$ cat src/rtl/ex_stage.sv
// Execute stage: ALU, optional multi-cycle divider, data SRAM request and bypass.
// Define EX_DIV_EN to build the radix-2 restoring divider; otherwise div results read as 0.
module ex_stage (
  input  logic        clk,
  input  logic        resetn,
  input  logic        ID_to_EX_valid,
  output logic        EX_allow_in,
  input  logic [3:0]  alu_op,
  input  logic [31:0] src1,
  input  logic [31:0] src2,
  input  logic        div_en,
  input  logic [1:0]  div_op,
  input  logic [4:0]  ld_ctrl,
  input  logic [2:0]  st_ctrl,
  input  logic [31:0] rkd_value,
  input  logic        rf_we,
  input  logic        res_from_mem,
  input  logic [4:0]  rf_waddr,
  input  logic [31:0] pc,
  output logic        data_sram_en,
  output logic [3:0]  data_sram_we,
  output logic [31:0] data_sram_addr,
  output logic [31:0] data_sram_wdata,
  input  logic        MEM_allow_in,
  output logic        EXreg_valid,
  output logic [31:0] EX_result,
  output logic [4:0]  EXreg_ld_ctrl,
  output logic        EXreg_rf_we,
  output logic        EXreg_res_from_mem,
  output logic [4:0]  EXreg_rf_waddr,
  output logic [31:0] EXreg_pc,
  output logic [4:0]  EX_bypass_waddr,
  output logic        EX_bypass_we,
  output logic [31:0] EX_bypass_result,
  output logic        EX_is_load
);
  typedef struct packed {
    logic [3:0]  alu_op;
    logic [31:0] src1;
    logic [31:0] src2;
    logic        div_en;
    logic [1:0]  div_op;   // {signed, want_remainder}
    logic [4:0]  ld_ctrl;  // {ld_w, ld_b, ld_bu, ld_h, ld_hu}
    logic [2:0]  st_ctrl;  // {st_w, st_h, st_b}
    logic [31:0] rkd;
    logic        rf_we;
    logic        res_from_mem;
    logic [4:0]  rf_waddr;
    logic [31:0] pc;
  } ex_fields_t;

  logic       valid_q, valid_d;
  ex_fields_t fld_q, fld_d;
  logic       ready_go;
  logic [31:0] alu_res, div_res;
  logic [4:0]  shamt;

  assign EX_allow_in = ~valid_q | (ready_go & MEM_allow_in);

  always_comb begin
    valid_d = valid_q;
    fld_d   = fld_q;
    if (EX_allow_in) begin
      valid_d = ID_to_EX_valid;
      if (ID_to_EX_valid)
        fld_d = '{alu_op, src1, src2, div_en, div_op, ld_ctrl, st_ctrl,
                  rkd_value, rf_we, res_from_mem, rf_waddr, pc};
    end
  end

  always_ff @(posedge clk) begin
    if (!resetn) begin
      valid_q <= 1'b0;
      fld_q   <= '0;
    end else begin
      valid_q <= valid_d;
      fld_q   <= fld_d;
    end
  end

  assign shamt = fld_q.src2[4:0];

  always_comb begin
    alu_res = '0;
    case (fld_q.alu_op)
      4'd0:  alu_res = fld_q.src1 + fld_q.src2;
      4'd1:  alu_res = fld_q.src1 - fld_q.src2;
      4'd2:  alu_res = {31'b0, $signed(fld_q.src1) < $signed(fld_q.src2)};
      4'd3:  alu_res = {31'b0, fld_q.src1 < fld_q.src2};
      4'd4:  alu_res = fld_q.src1 & fld_q.src2;
      4'd5:  alu_res = fld_q.src1 | fld_q.src2;
      4'd6:  alu_res = ~(fld_q.src1 | fld_q.src2);
      4'd7:  alu_res = fld_q.src1 ^ fld_q.src2;
      4'd8:  alu_res = fld_q.src1 << shamt;
      4'd9:  alu_res = fld_q.src1 >> shamt;
      4'd10: alu_res = $signed(fld_q.src1) >>> shamt;
      4'd11: alu_res = fld_q.src2;
      default: alu_res = '0;
    endcase
  end

`ifdef EX_DIV_EN
  typedef enum logic [1:0] {IDLE, BUSY, DONE} div_state_e;
  div_state_e  state_q, state_d;
  logic [4:0]  cnt_q, cnt_d;
  logic [31:0] quo_q, quo_d, rem_q, rem_d, dvs_q, dvs_d;
  logic [32:0] shl, diff;
  logic        sgn;
  logic [31:0] q_fix, r_fix;

  assign sgn = fld_q.div_op[1];

  always_comb begin
    state_d = state_q;
    cnt_d   = cnt_q;
    quo_d   = quo_q;
    rem_d   = rem_q;
    dvs_d   = dvs_q;
    // Partial remainder shifted left with the next dividend bit from quo_q's MSB.
    shl  = {rem_q, quo_q[31]};
    diff = shl - {1'b0, dvs_q};
    case (state_q)
      IDLE: if (valid_q && fld_q.div_en) begin
        state_d = BUSY;
        cnt_d   = '0;
        rem_d   = '0;
        quo_d   = (sgn && fld_q.src1[31]) ? -fld_q.src1 : fld_q.src1;
        dvs_d   = (sgn && fld_q.src2[31]) ? -fld_q.src2 : fld_q.src2;
      end
      BUSY: begin
        cnt_d = cnt_q + 5'd1;
        if (!diff[32]) begin
          rem_d = diff[31:0];
          quo_d = {quo_q[30:0], 1'b1};
        end else begin
          rem_d = shl[31:0];
          quo_d = {quo_q[30:0], 1'b0};
        end
        if (cnt_q == 5'd31) state_d = DONE;
      end
      DONE: if (valid_q && MEM_allow_in) state_d = IDLE;
      default: state_d = IDLE;
    endcase
  end

  always_ff @(posedge clk) begin
    if (!resetn) begin
      state_q <= IDLE;
      cnt_q   <= '0;
      quo_q   <= '0;
      rem_q   <= '0;
      dvs_q   <= '0;
    end else begin
      state_q <= state_d;
      cnt_q   <= cnt_d;
      quo_q   <= quo_d;
      rem_q   <= rem_d;
      dvs_q   <= dvs_d;
    end
  end

  always_comb begin
    q_fix = (sgn && (fld_q.src1[31] ^ fld_q.src2[31])) ? -quo_q : quo_q;
    r_fix = (sgn && fld_q.src1[31]) ? -rem_q : rem_q;
    if (fld_q.src2 == '0) begin
      q_fix = '1;
      r_fix = fld_q.src1;
    end
    div_res = fld_q.div_op[0] ? r_fix : q_fix;
  end

  assign ready_go = ~fld_q.div_en | (state_q == DONE);
`else
  logic [1:0] unused_div_op;
  assign unused_div_op = fld_q.div_op;
  assign div_res  = '0;
  assign ready_go = 1'b1;
`endif

  assign EX_result          = fld_q.div_en ? div_res : alu_res;
  assign EXreg_valid        = valid_q & ready_go;
  assign EXreg_ld_ctrl      = fld_q.ld_ctrl;
  assign EXreg_rf_we        = fld_q.rf_we;
  assign EXreg_res_from_mem = fld_q.res_from_mem;
  assign EXreg_rf_waddr     = fld_q.rf_waddr;
  assign EXreg_pc           = fld_q.pc;

  assign data_sram_en   = valid_q & ready_go & MEM_allow_in & (|fld_q.ld_ctrl | |fld_q.st_ctrl);
  assign data_sram_addr = alu_res;

  always_comb begin
    data_sram_we    = 4'b0000;
    data_sram_wdata = fld_q.rkd;
    if (fld_q.st_ctrl[2]) begin
      data_sram_we = 4'b1111;
    end else if (fld_q.st_ctrl[1]) begin
      data_sram_we    = 4'b0011 << {alu_res[1], 1'b0};
      data_sram_wdata = {2{fld_q.rkd[15:0]}};
    end else if (fld_q.st_ctrl[0]) begin
      data_sram_we    = 4'b0001 << alu_res[1:0];
      data_sram_wdata = {4{fld_q.rkd[7:0]}};
    end
  end

  assign EX_bypass_we     = valid_q & fld_q.rf_we;
  assign EX_bypass_waddr  = fld_q.rf_waddr;
  assign EX_bypass_result = EX_result;
  assign EX_is_load       = valid_q & fld_q.res_from_mem;
endmodule

$ cat config.mk
export PLATFORM = sky130hd
export DESIGN_NAME = ex_stage
export DESIGN_NICKNAME = d
export VERILOG_FILES = /design/src/rtl/ex_stage.sv
export SDC_FILE = /design/constraint.sdc
export NUM_CORES = 1
export LEC_CHECK = 0
export CORE_ASPECT_RATIO = 1.4
export CORE_MARGIN = 5
export CORE_UTILIZATION = 45
export DETAILED_ROUTE_END_ITERATION = 10
export GPL_ROUTABILITY_DRIVEN = 0
export PLACE_DENSITY = 0.72
export SETUP_SLACK_MARGIN = 0.3
export SLEW_MARGIN = 40
export SYNTH_ARGS = -nofsm -noshare
export SYNTH_HDL_FRONTEND = slang
export SYNTH_SLANG_ARGS = --single-unit
$ cat constraint.sdc
create_clock -name clk -period 5.7 [get_ports clk]
set_clock_uncertainty 0.05 [all_clocks]
set_input_delay 1.14 -clock clk [delete_from_list [all_inputs] [get_ports clk]]
set_output_delay 1.14 -clock clk [all_outputs]
set_load 0.01 [all_outputs]
Word-level counts from Yosys, hierarchy flattened

Index checks and enable logic that the tools add are counted.

$add $sub $neg: 2
Multiply operators: 0
Divide/modulo/power cells: 0
$lt $le $gt $ge: 2
Equality and inequality tests: 11
Shift-type cells: 5
Multiplexer cells: 8
Bitwise gates (word level): 11
Reductions and logical operators: 4

Operator list:

| cell                  | number |
|---|---|
| $pmux W32 S12         | 1 |
| $mux W32              | 4 |
| $lt A32 B32 Y1        | 2 |
| $add A32 B32 Y32      | 1 |
| $and A32 B32 Y32      | 1 |
| $not A32 Y32          | 1 |
| $or A32 B32 Y32       | 1 |
| $shl A32 B5 Y32       | 1 |
| $shr A32 B5 Y32       | 1 |
| $sshr A32 B5 Y32      | 1 |
| $sub A32 B32 Y32      | 1 |
| $xor A32 B32 Y32      | 1 |
| $eq A4 B3 Y1 const B  | 4 |
| $eq A4 B4 Y1 const B  | 4 |
| $mux W4               | 3 |
| $eq A4 B2 Y1 const B  | 2 |
| $reduce_or A5 Y1      | 1 |
| $and A1 B1 Y1         | 4 |
| $eq A4 B1 Y1 const B  | 1 |
| $logic_not A4 Y1      | 1 |
| $shl A1 B2 Y4 const A | 1 |
| $shl A2 B2 Y4 const A | 1 |
| $reduce_or A3 Y1      | 1 |
| $or A1 B1 Y1          | 2 |
| other kinds (2)       | 2 |

Register bits: 149
Latch bits: 0
Bits in writable memories: 0
Bits in read-only memories: 0
Word-level logic and storage cells: 55
Memories: 0

Longest topological paths before layout

Depth in word-level cells: 7
Gate-level depth with buffers: 16
Depth with buffers taken out: 13

Least setup slack after synthesis

Ideal clock, no wire load.

Path kind: register -> output
From: register fld_q[84] (netlist name)
To: output port EX_result[19]
Arrival time: 4.098 ns
Data required time: 4.510 ns
Path slack: 0.412 ns
Cell stages (with the launch flop): 16
Path through: dfxtp_1 > inv_1 > clkbuf_1 > buf_1 > buf_1 > ha_1 > nand2b_1 > o211ai_1 > a21oi_1 > a31oi_1 > o41ai_1 > a221oi_1 > o221a_2 > o211ai_1 > nor2b_1 > buf_4

Longest elaborated chain between the ends: 3
Elaborated cells between the ends (all ways): 7

RTL lines:

| what                                     | line | RTL |
|---|---|---|
| from (decl)                              | 53   | `ex_fields_t fld_q, fld_d;` |
| from (signal assigned)                   | 77   | `fld_q <= fld_d;` |
| $sub A32 B32 Y32 (tied with other cells) | 87   | `4'd1: alu_res = fld_q.src1 - fld_q.src2;` |
| $pmux W32 S12 *                          | 85   | `case (fld_q.alu_op)` |
| via data_sram_addr[19]                   | 22   | `output logic [31:0] data_sram_addr,` |
| $mux W32 *                               | 180  | `assign EX_result = fld_q.div_en ? div_res : alu_res;` |
| to (decl)                                | 26   | `output logic [31:0] EX_result,` |

Mark *: on every way through the listed nets, which the timed path passes. The rest lies on a longest branch.

Worst setup path in the final report

From: register fld_q[82] (netlist name)
To: output port EX_bypass_result[6]

Longest elaborated chain between the ends: 3
Elaborated cells between the ends (all ways): 7

RTL lines:

| what                                     | line | RTL |
|---|---|---|
| $sub A32 B32 Y32 (tied with other cells) | 87   |  |
| $pmux W32 S12 *                          | 85   |  |
| $mux W32 *                               | 180  |  |
| to (decl)                                | 34   | `output logic [31:0] EX_bypass_result,` |

Every way passes the cells marked *; elsewhere a longest branch is shown, timed or not.

==> impl_metrics.json <==
{
  "area_growth_syn_to_layout_pct": 26.8,
  "critical_path.startpoint_type": "flip-flop",
  "timing.setup.critical_path_class": "reg -> out",
  "worst-path-max-fanout": 8,
  "cts_hold_repair.buffers": 0,
  "first_pass_iters": 10,
  "worst_path_cell_trace": "ha_1, inv_1, fa_1, nor2b_1, o211ai_1, a21oi_1, nor2_1, o21ai_0, a211oi_1, o211ai_1, nor2b_1, clkdlybuf4s50_1",
  "clk_path_buf_depth": 2,
  "synth-seq-area-share": 0.182,
  "power.density_nw_per_um2": 205,
  "half_perimeter_wire_length_after_placement_microns": 48500,
  "stdcell_count": 2886,
  "synth_area_leaders": "dfxtp_1 18%, nand2_1 9.8%, mux4_2 7.4%",
  "postSynth.asyncResetShare": 0,
  "timing.final.crit_period_ns": 5.35,
  "place_inst": 2836,
  "count_leader_synth": "nand2_1",
  "synthFlopType": "dfxtp_1",
  "drc_markers": 0,
  "synth.top_cell.area_share": 0.182,
  "grt_max_degree": 102,
  "final_layout_size_suffix_gt1_frac": 0.131,
  "synth_area_per_cell_sq_um": 7.33,
  "grt_antenna_before_repair": 1,
  "port_buffers": 337,
  "design.die.area_sq_um": 40400,
  "grt_overflow": 0,
  "vias": 18500,
  "grt_pass1_wl_microns": 98000,
  "setup_violations": 0,
  "global_route_usage_sum": 0.306,
  "start_util": 0.457,
  "setup_tns_ns": 0,
  "synthCells": 2237,
  "yosys.cell_types.count": 82,
  "post_synth_instance_area_sq_um": 16400,
  "clkTransAtPathRegs_ns": 0.07,
  "worst-endpoint-required_ns": 4.51,
  "clock.fmax_mhz": 187,
  "num_ports": 340,
  "design.final.nets": 2663,
  "core_region_area_sq_um": 35900,
  "number_of_rows_created_at_floorplan": 82,
  "final_min_period_over_clock_period": 0.939,
  "drv.max_cap_violation_count": 0,
  "yosysWarningCount": 0,
  "wl_per_cell_microns": 22.9,
  "critical_path_capture_point_type": "output pin",
  "detail_route.iter0.violations": 2349,
  "ant_nets": 0,
  "critPathSlowestCell": "a211oi_1",
  "detail_route.wirelength_microns": 66100,
  "synth.cells.most_frequent": "427 x nand2_1, 152 x a21boi_0, 149 x dfxtp_1",
  "vdd.ir_drop.worst_v": 0.000216,
  "timing.max_slew.rel_slack": 0.418,
  "worstHoldPathType": "reg -> reg",
  "outcome": "finished, final reports clean",
  "hold_viol": 0,
  "fp.dieH_microns": 236,
  "cts_tree": "yes",
  "worst_slew_pin_slew_ns": 0.866,
  "via_per_inst": 6.43,
  "most_area_hungry_cell_type_in_the_yosys_netlist": "dfxtp_1",
  "drv_slew": 0,
  "rsz0062_at_grt": "true",
  "first_global_vias": 17300,
  "arrival_ns": 4.16,
  "critical-path-max-stage-delay_ns": 0.51,
  "worstSkewPairLatency_ns": 0.43,
  "numClockSinks": 149,
  "synth_fp_nets": 2490,
  "cts-root-buf": "clkbuf_16",
  "htreeDepth": 4,
  "die_w_microns": 171,
  "synth-seq-cells": 149,
  "leakage_nw": 7.96,
  "synth-edff-count": 0,
  "total_cts_buffers": 17
}
-- final cells by class --
type,instances,area (sq um)
sequential,149,3010
multi-input combinational,1713,12000
inverter,99,375
antenna,1,2.50
clock buffer,20,457
clock inverter,12,118
fill,3250,15100
timing repair buffer,430,4240
tap,462,578
-- per-stage QoR --
step / util / instance area [sq um] / setup slack [ns] / power (W) / hold WS, ns
after global routing: 0.579 / 20800 / 0.161 / 0.00446 / 0.432
after detailed placement: 0.546 / 19600 / 0.442 / 0.00302 / 0.409
after global placement: 0.545 / 19600 / 0.464 / 0.00298 / 0.399
after CTS: 0.568 / 20400 / 0.254 / 0.00419 / 0.415
after floorplan: - / 16400 / 0.412 / 0.00228 / 0.390
final: 0.579 / 20800 / 0.348 / 0.00426 / 0.414
-- state kept, by name, indices dropped and copies added, names as in the netlist --
signal              count
EXreg_valid             1
EXreg_pc               32
EX_bypass_waddr         5
fld_q                 104
EXreg_rf_we             1
EXreg_ld_ctrl           5
EXreg_res_from_mem      1
-- per-layer routing --
metal / up-vias / global-route usage / part of all wire
li1: 8291 / - / -
met4: 2 / 0.193 / 0.079
met1: 8530 / 0.348 / 0.34
met5: - / 0 / 0.00020
met2: 1366 / 0.501 / 0.47
met3: 358 / 0.0826 / 0.11
-- logic make-up after synthesis --
logic type	count (synthesis)	share of synthesized area
and+or+nand+nor	782	0.213
AOI/OAI and AO/OA	694	0.292
buffers and inverters	375	0.109
DFF	149	0.182
muxes	133	0.125
adders and majority gates	99	0.0764
xor gates and xnor gates	5	0.00267
-- cell usage in the layout (no fill, tap or decap), types with 19 or more instances in the layout --
| cell type | netlist | final |
|---|---|---|
| nand2_1 | 427 | 424 |
| clkdlybuf4s50_1 | 0 | 333 |
| a21boi_0 | 152 | 152 |
| nor2_1 | 144 | 142 |
| a21oi_1 | 138 | 133 |
| dfxtp_1 | 149 | 132 |
| o21ai_0 | 103 | 97 |
| inv_1 | 96 | 93 |
| ha_1 | 97 | 85 |
| buf_4 | 91 | 83 |
| mux4_2 | 54 | 54 |
| nor2b_1 | 42 | 42 |
| mux2i_1 | 43 | 40 |
| mux2_2 | 36 | 36 |
| o211ai_1 | 26 | 26 |
| nand3_1 | 28 | 26 |
| a21o_1 | 24 | 24 |
| a22oi_1 | 23 | 23 |
| nor3_1 | 24 | 22 |
| a211oi_1 | 27 | 21 |
| clkbuf_16 | 0 | 19 |
-- final timing paths --
check | to | cells past startpoint | startpoint | slack, ns
setup reg to reg | EXreg_pc[23] | 6 | EXreg_valid | 3.48
hold / removal | EXreg_pc[11] | 2 | EXreg_pc[11] | 0.41
setup / recovery | EX_bypass_result[6] | 12 | fld_q[82] | 0.35
hold reg to reg | EXreg_pc[11] | 2 | EXreg_pc[11] | 0.41
-- worst max-delay path: cells and delay by family (launching register included) --
family	cells	cell delay (ns)
AO/OA/AOI/OAI	5	1.51
adder cells (fa/ha/maj)	2	0.63
buffers and inverters	2	0.57
AND/OR/NAND/NOR	3	0.57
flip-flops	1	0.44
-- where the power goes --
part | internal, W | switching (W) | total (W)
Sequential | 0.00110 | 0.0000808 | 0.00119
Clock | 0.000631 | 0.000483 | 0.00111
Combinational | 0.000919 | 0.00104 | 0.00196
Total | 0.00265 | 0.00161 | 0.00426
-- what timing repair did --
item | 4_1_cts | 5_1_grt
resized for setup | 28 | 71
endpoints found under the setup margin | 36 | 60
setup buffers | 6 | 7
gates cloned | 2 | 2
pin swaps | 3 | 8
Note: power is estimated with default switching activity, not from simulation.
